`src/rtl/hex_word_tx.sv`:
```
// hex_word_tx: FIFO-buffered transmitter that prints each data word as ASCII hex
// (MSB nibble first) with optional prefix and line ending onto the rs232out byte interface.
module hex_word_tx #(
  parameter int         WIDTH     = 36,
  parameter int         DEPTH     = 4,
  parameter bit         LOWERCASE = 1'b0,
  parameter int         EOL       = 2,
  parameter logic [7:0] PREFIX    = 8'h00
) (
  input  logic                   clock,
  input  logic                   reset,
  input  logic                   in_valid,
  output logic                   in_ready,
  input  logic [WIDTH-1:0]       in_data,
  output logic [7:0]             tx_data,
  output logic                   tx_we,
  input  logic                   tx_busy,
  output logic                   idle,
  output logic [$clog2(DEPTH):0] fifo_count
);
  localparam int NIB = (WIDTH + 3) / 4;
  localparam int SW  = NIB * 4;
  localparam int AW  = $clog2(DEPTH);
  localparam int CW  = $clog2(NIB + 1);

  typedef enum logic [2:0] {S_IDLE, S_PREFIX, S_DIGIT, S_CR, S_LF} state_t;

  localparam state_t S_EOL   = EOL == 2 ? S_CR : EOL == 1 ? S_LF : S_IDLE;
  localparam state_t S_FIRST = PREFIX != 8'h00 ? S_PREFIX : S_DIGIT;

  logic [WIDTH-1:0] mem_q [DEPTH];
  logic [AW-1:0]    wr_q, rd_q;
  logic [AW:0]      count_q;
  state_t           state_q, state_d;
  logic [SW-1:0]    sh_q, sh_d;
  logic [CW-1:0]    cnt_q, cnt_d;
  logic [7:0]       tx_data_q;
  logic             tx_we_q, push, pop, consume;

  function automatic logic [7:0] char_of(state_t s, logic [SW-1:0] sh);
    logic [3:0] n;
    n = sh[SW-1 -: 4];
    return s == S_PREFIX ? PREFIX :
           s == S_CR     ? 8'h0D :
           s == S_LF     ? 8'h0A :
           n < 4'd10     ? 8'h30 + {4'h0, n} :
           (LOWERCASE ? 8'h57 : 8'h37) + {4'h0, n};
  endfunction

  assign in_ready   = count_q < (AW+1)'(DEPTH);
  assign push       = in_valid && in_ready;
  assign pop        = state_q == S_IDLE && count_q != '0;
  assign consume    = tx_we_q && !tx_busy;
  assign tx_data    = tx_data_q;
  assign tx_we      = tx_we_q;
  assign fifo_count = count_q;
  assign idle       = state_q == S_IDLE && count_q == '0;

  // Where the FSM moves once the byte currently on the wire is taken.
  always_comb begin
    sh_d    = state_q == S_DIGIT ? sh_q << 4 : sh_q;
    cnt_d   = state_q == S_DIGIT ? cnt_q - 1'b1 : cnt_q;
    state_d = state_q == S_PREFIX ? S_DIGIT :
              state_q == S_DIGIT  ? (cnt_q == CW'(1) ? S_EOL : S_DIGIT) :
              state_q == S_CR     ? S_LF : S_IDLE;
  end

  always_ff @(posedge clock)
    if (push) mem_q[wr_q] <= in_data;

  always_ff @(posedge clock or posedge reset) begin
    if (reset) begin
      wr_q      <= '0;
      rd_q      <= '0;
      count_q   <= '0;
      state_q   <= S_IDLE;
      sh_q      <= '0;
      cnt_q     <= '0;
      tx_data_q <= 8'h00;
      tx_we_q   <= 1'b0;
    end else begin
      wr_q    <= wr_q + AW'(push);
      rd_q    <= rd_q + AW'(pop);
      count_q <= count_q + (AW+1)'(push) - (AW+1)'(pop);
      if (pop) begin
        state_q <= S_FIRST;
        sh_q    <= SW'(mem_q[rd_q]);
        cnt_q   <= CW'(NIB);
      end else if (state_q != S_IDLE && !tx_we_q) begin
        tx_we_q   <= 1'b1;
        tx_data_q <= char_of(state_q, sh_q);
      end else if (consume) begin
        state_q <= state_d;
        sh_q    <= sh_d;
        cnt_q   <= cnt_d;
        tx_we_q <= state_d != S_IDLE;
        if (state_d != S_IDLE) tx_data_q <= char_of(state_d, sh_d);
      end
    end
  end
endmodule

```
`config.mk`:
```
export PLATFORM = sky130hd
export DESIGN_NAME = hex_word_tx
export DESIGN_NICKNAME = d
export VERILOG_FILES = /design/src/rtl/hex_word_tx.sv
export SDC_FILE = /design/constraint.sdc
export NUM_CORES = 1
export LEC_CHECK = 0
export BUFFER_PORTS_ARGS = -buffer_cell sky130_fd_sc_hd__buf_2
export CAP_MARGIN = 10
export CORE_MARGIN = 1.5
export CORE_UTILIZATION = 35
export CTS_BUF_LIST = sky130_fd_sc_hd__clkbuf_2 sky130_fd_sc_hd__clkbuf_4 sky130_fd_sc_hd__clkbuf_8
export CTS_CLUSTER_SIZE = 40
export DETAILED_ROUTE_END_ITERATION = 7
export PLACE_DENSITY = 0.5
export SLEW_MARGIN = 10
export SYNTH_ARGS = -nofsm -noshare
export SYNTH_HDL_FRONTEND = slang
export SYNTH_SLANG_ARGS = --single-unit
export TNS_END_PERCENT = 30
```
`constraint.sdc`:
```
create_clock -name clock -period 4.6 [get_ports clock]
set_input_delay 0.46 -clock clock [delete_from_list [all_inputs] [get_ports clock]]
set_output_delay 0.46 -clock clock [all_outputs]
set_load 0.1 [all_outputs]
```
==> flow_summary.yaml <==
sta:
  fin_skew_ns: 0.02819
  setup_viol: 0
  finalCriticalPeriod_ns: 2.632
  relSlewSlack_pct: 29.68
  clock.fmax_mhz: 380.0
  hold_viol_final: 0
  slew_violations: 0
  tightest_slew_ns: 1.055
  finalCritPeriodShare_pct: 57.21
  rsz0062_at_grt: "no"
critical_path:
  endpoint_kind: "flop"
  cp.arrival_ns: 2.99
  critPathKind: "flop to flop"
  crit_fanout: 28
  crit_required_ns: 4.96
  startpoint_type: "flop"
outcome:
  outcome: "finished, final reports clean"
synthesis:
  yosys-top-cells-area: "edfxtp_1, dfrtp_1, mux4_2"
  yosysSeqAreaShare_pct: 70.38
  netlist_area_um2: 8207
  synth.top_cell.area_share_pct: 52.69
  ys.flop_type: "edfxtp_1"
  synth_cells: 545
  ys_warn_count: 0
  yosysTopAreaCell: "edfxtp_1"
  yosys.cell_types.count: 46
  synth_nets: 593
  synth_async_sr_flop_share_pct: 28.71
  ys_seq_elements: 202
  syn_area_per_cell_um2: 15.06
  synth-edff-count: 144
final_layout:
  antenna_cells_inserted: 0
  nets: 666
  drive_gt1_share_pct: 26.32
  stdcell_count: 959
  synthToLayoutAreaGrowth_pct: 16.65
  utilization_pct: 41.90
clock_tree:
  clk_pin_slew_ns: 0.06
  cts_resized: 0
  cts_buffers: 37
  htree_levels: 2
  cts_tree: "done"
  cts-hold-fix-buffers: 0
  cts_sinks: 202
  post_cts_buffers: 0
  ctsLongestPathBuffers: 3
  cts_root_buf: "clkbuf_8"
  clk_latency_ns: 0.52
drt:
  viasPerCell: 4.949
  wl_met3_um: 645
  drtAntennaViolNets: 0
  top_layer: "met4"
  drc: 0
  wl_um: 17180
  wl_met1_um: 7692
  initialDrtViolationCount: 210
  dr.pass1.iters: 4
  wl_met2_um: 8554
  via_count: 4746
  wl_per_cell_um: 17.92
power_and_ir_drop:
  p_seq_share_pct: 41.0
  p_leak_nw: 3.530
  powerDensity_nw_per_um2: 692.4
  peakVddDrop_mv: 0.3741
  pwr-share-clk_pct: 25.2
  intPower_mw: 4.179
  comb_power_share_pct: 33.8
  p_switching_mw: 2.449
  p_total_mw: 6.629
  swShare_pct: 36.95
placed_design:
  dpl.cell_count: 892
  place_congestion: 0.8100
  hpwl_um: 10300
  io_buffers: 52
floorplanning:
  dieWidth_um: 156.1
  die_h_um: 156.1
  initial_core_util_pct: 35.92
  die_area_um2: 24380
  io_pins: 54
  core_um2: 22850
  rows: 55
grt:
  grt_pass1_vias: 5009
  track_usage_pct: 15.06
  antenna_found_initial: 0
  grt_pass1_wl_um: 27820
  grt_max_degree: 59
  grt-ovfl-total: 0
worst_hold_path:
  min_path_type: "input pin to flop"
run:
  cap_viol_max_count: 0
[registers in the layout (all words and copies together) (netlist names)]
signal,count
mem_q,144
wr_q,2
sh_q,36
cnt_q,4
tx_we,1
tx_data,7
rd_q,2
state_q,3
fifo_count,3
[final cells by class]
cell class                 instances  area [µm²]
multi-input combinational        300        2275
clock inverter                     9       43.79
clock buffer                      58       698.2
fill                            2157       13270
inverter                          16       60.06
sequential                       202        5777
timing repair buffer              61       327.8
tap                              313       391.6
[synthesized netlist by cell type, types with 3 or more instances]
library cell and count:
a22o_1 4, a211oi_1 3, nor2b_1 3, o22ai_1 4, nor2_1 44, o211ai_1 3
nand2b_1 4, xnor2_1 6, o21ai_0 19, o31ai_1 3, nor3_1 5, nand2_1 80
dfrtp_1 58, a22oi_1 5, edfxtp_1 144, xor2_1 4, and2_1 3, a21oi_1 13
clkbuf_1 16, ha_1 7, nand3_1 3, nor4_1 4, buf_2 9, mux4_2 36
a31oi_1 25, inv_1 16
[power by group through the flow]
stage / combinational (mW) / sequential, mW / clock (mW)
floorplan: 1.53 / 2.90 / 0
finish: 2.24 / 2.72 / 1.67
global route: 2.45 / 2.78 / 1.82
CTS: 2.28 / 2.73 / 1.73
detailed placement: 2.27 / 2.76 / 0
global placement: 2.25 / 2.74 / 0
[cell families (layout without fill, tap and decap cells)]
family | Yosys count | in the layout | share of synthesized area (%)
XOR/XNOR | 10 | 10 | 1.067
flip-flops | 202 | 202 | 70.38
other | 1 | 1 | 0.04569
buffers and inverters | 43 | 144 | 2.241
AND/OR/NAND/NOR | 158 | 158 | 8.401
adder cells (fa/ha/maj) | 8 | 8 | 1.311
AO/OA/AOI/OAI | 86 | 86 | 6.556
multiplexers | 37 | 37 | 10.00
[placed cells by master, fill, tap and decap left out, types with 9 or more instances in the layout]
cell / count
a31oi_1: 25
a21oi_1: 13
edfxtp_1: 144
nand2_1: 80
clkbuf_4: 16
o21ai_0: 19
clkbuf_8: 42
buf_4: 9
dfrtp_1: 57
mux4_2: 36
nor2_1: 43
buf_2: 52
inv_1: 15
[through the flow]
step	hold slack, ns	TNS, ns	cell area [µm²]	setup slack, ns
global placement	0.4651	0	8831	2.029
global route	0.1287	0	9573	1.684
finish	0.1492	0	9573	1.968
CTS	0.1108	0	9573	1.936
detailed placement	0.4605	0	8831	1.952
floorplan	0.4386	-7.517	8212	-0.2088
[per-layer routing]
metal / vias up / track usage, %
li1: 2203 / -
met1: 2416 / 19.84
met2: 100 / 24.93
met3: 27 / 3.028
met4: 0 / 5.125
met5: - / 0
[worst paths after layout]
| check | start | endpoint | slack, ns | depth (start not counted) |
|---|---|---|---|---|
| max | state_q[1]$_DFFE_PP0P_ | cnt_q[3]$_DFFE_PP0P_ | 1.97 | 5 |
| min | in_data[3] | mem_q[3][3]$_DFFE_PP_ | 0.15 | 1 |
| max reg2reg | state_q[1]$_DFFE_PP0P_ | cnt_q[3]$_DFFE_PP0P_ | 1.97 | 5 |
| min reg2reg | sh_q[16]$_DFFE_PP0P_ | sh_q[20]$_DFFE_PP0P_ | 0.48 | 2 |
| max in group asynchronous | reset | rd_q[0]$_DFF_PP0_ | 3.89 | 3 |
| min in group asynchronous | reset | tx_data[1]$_DFFE_PP0P_ | 0.16 | 3 |
[critical path, stage by stage (launching register included)]
cell	delay, ns
dfrtp_1	0.62
nor3b_2	0.52
nand2_1	0.68
nor4_1	0.45
xnor2_1	0.16
nand2_1	0.06
Power figures use the tool's default switching activity.
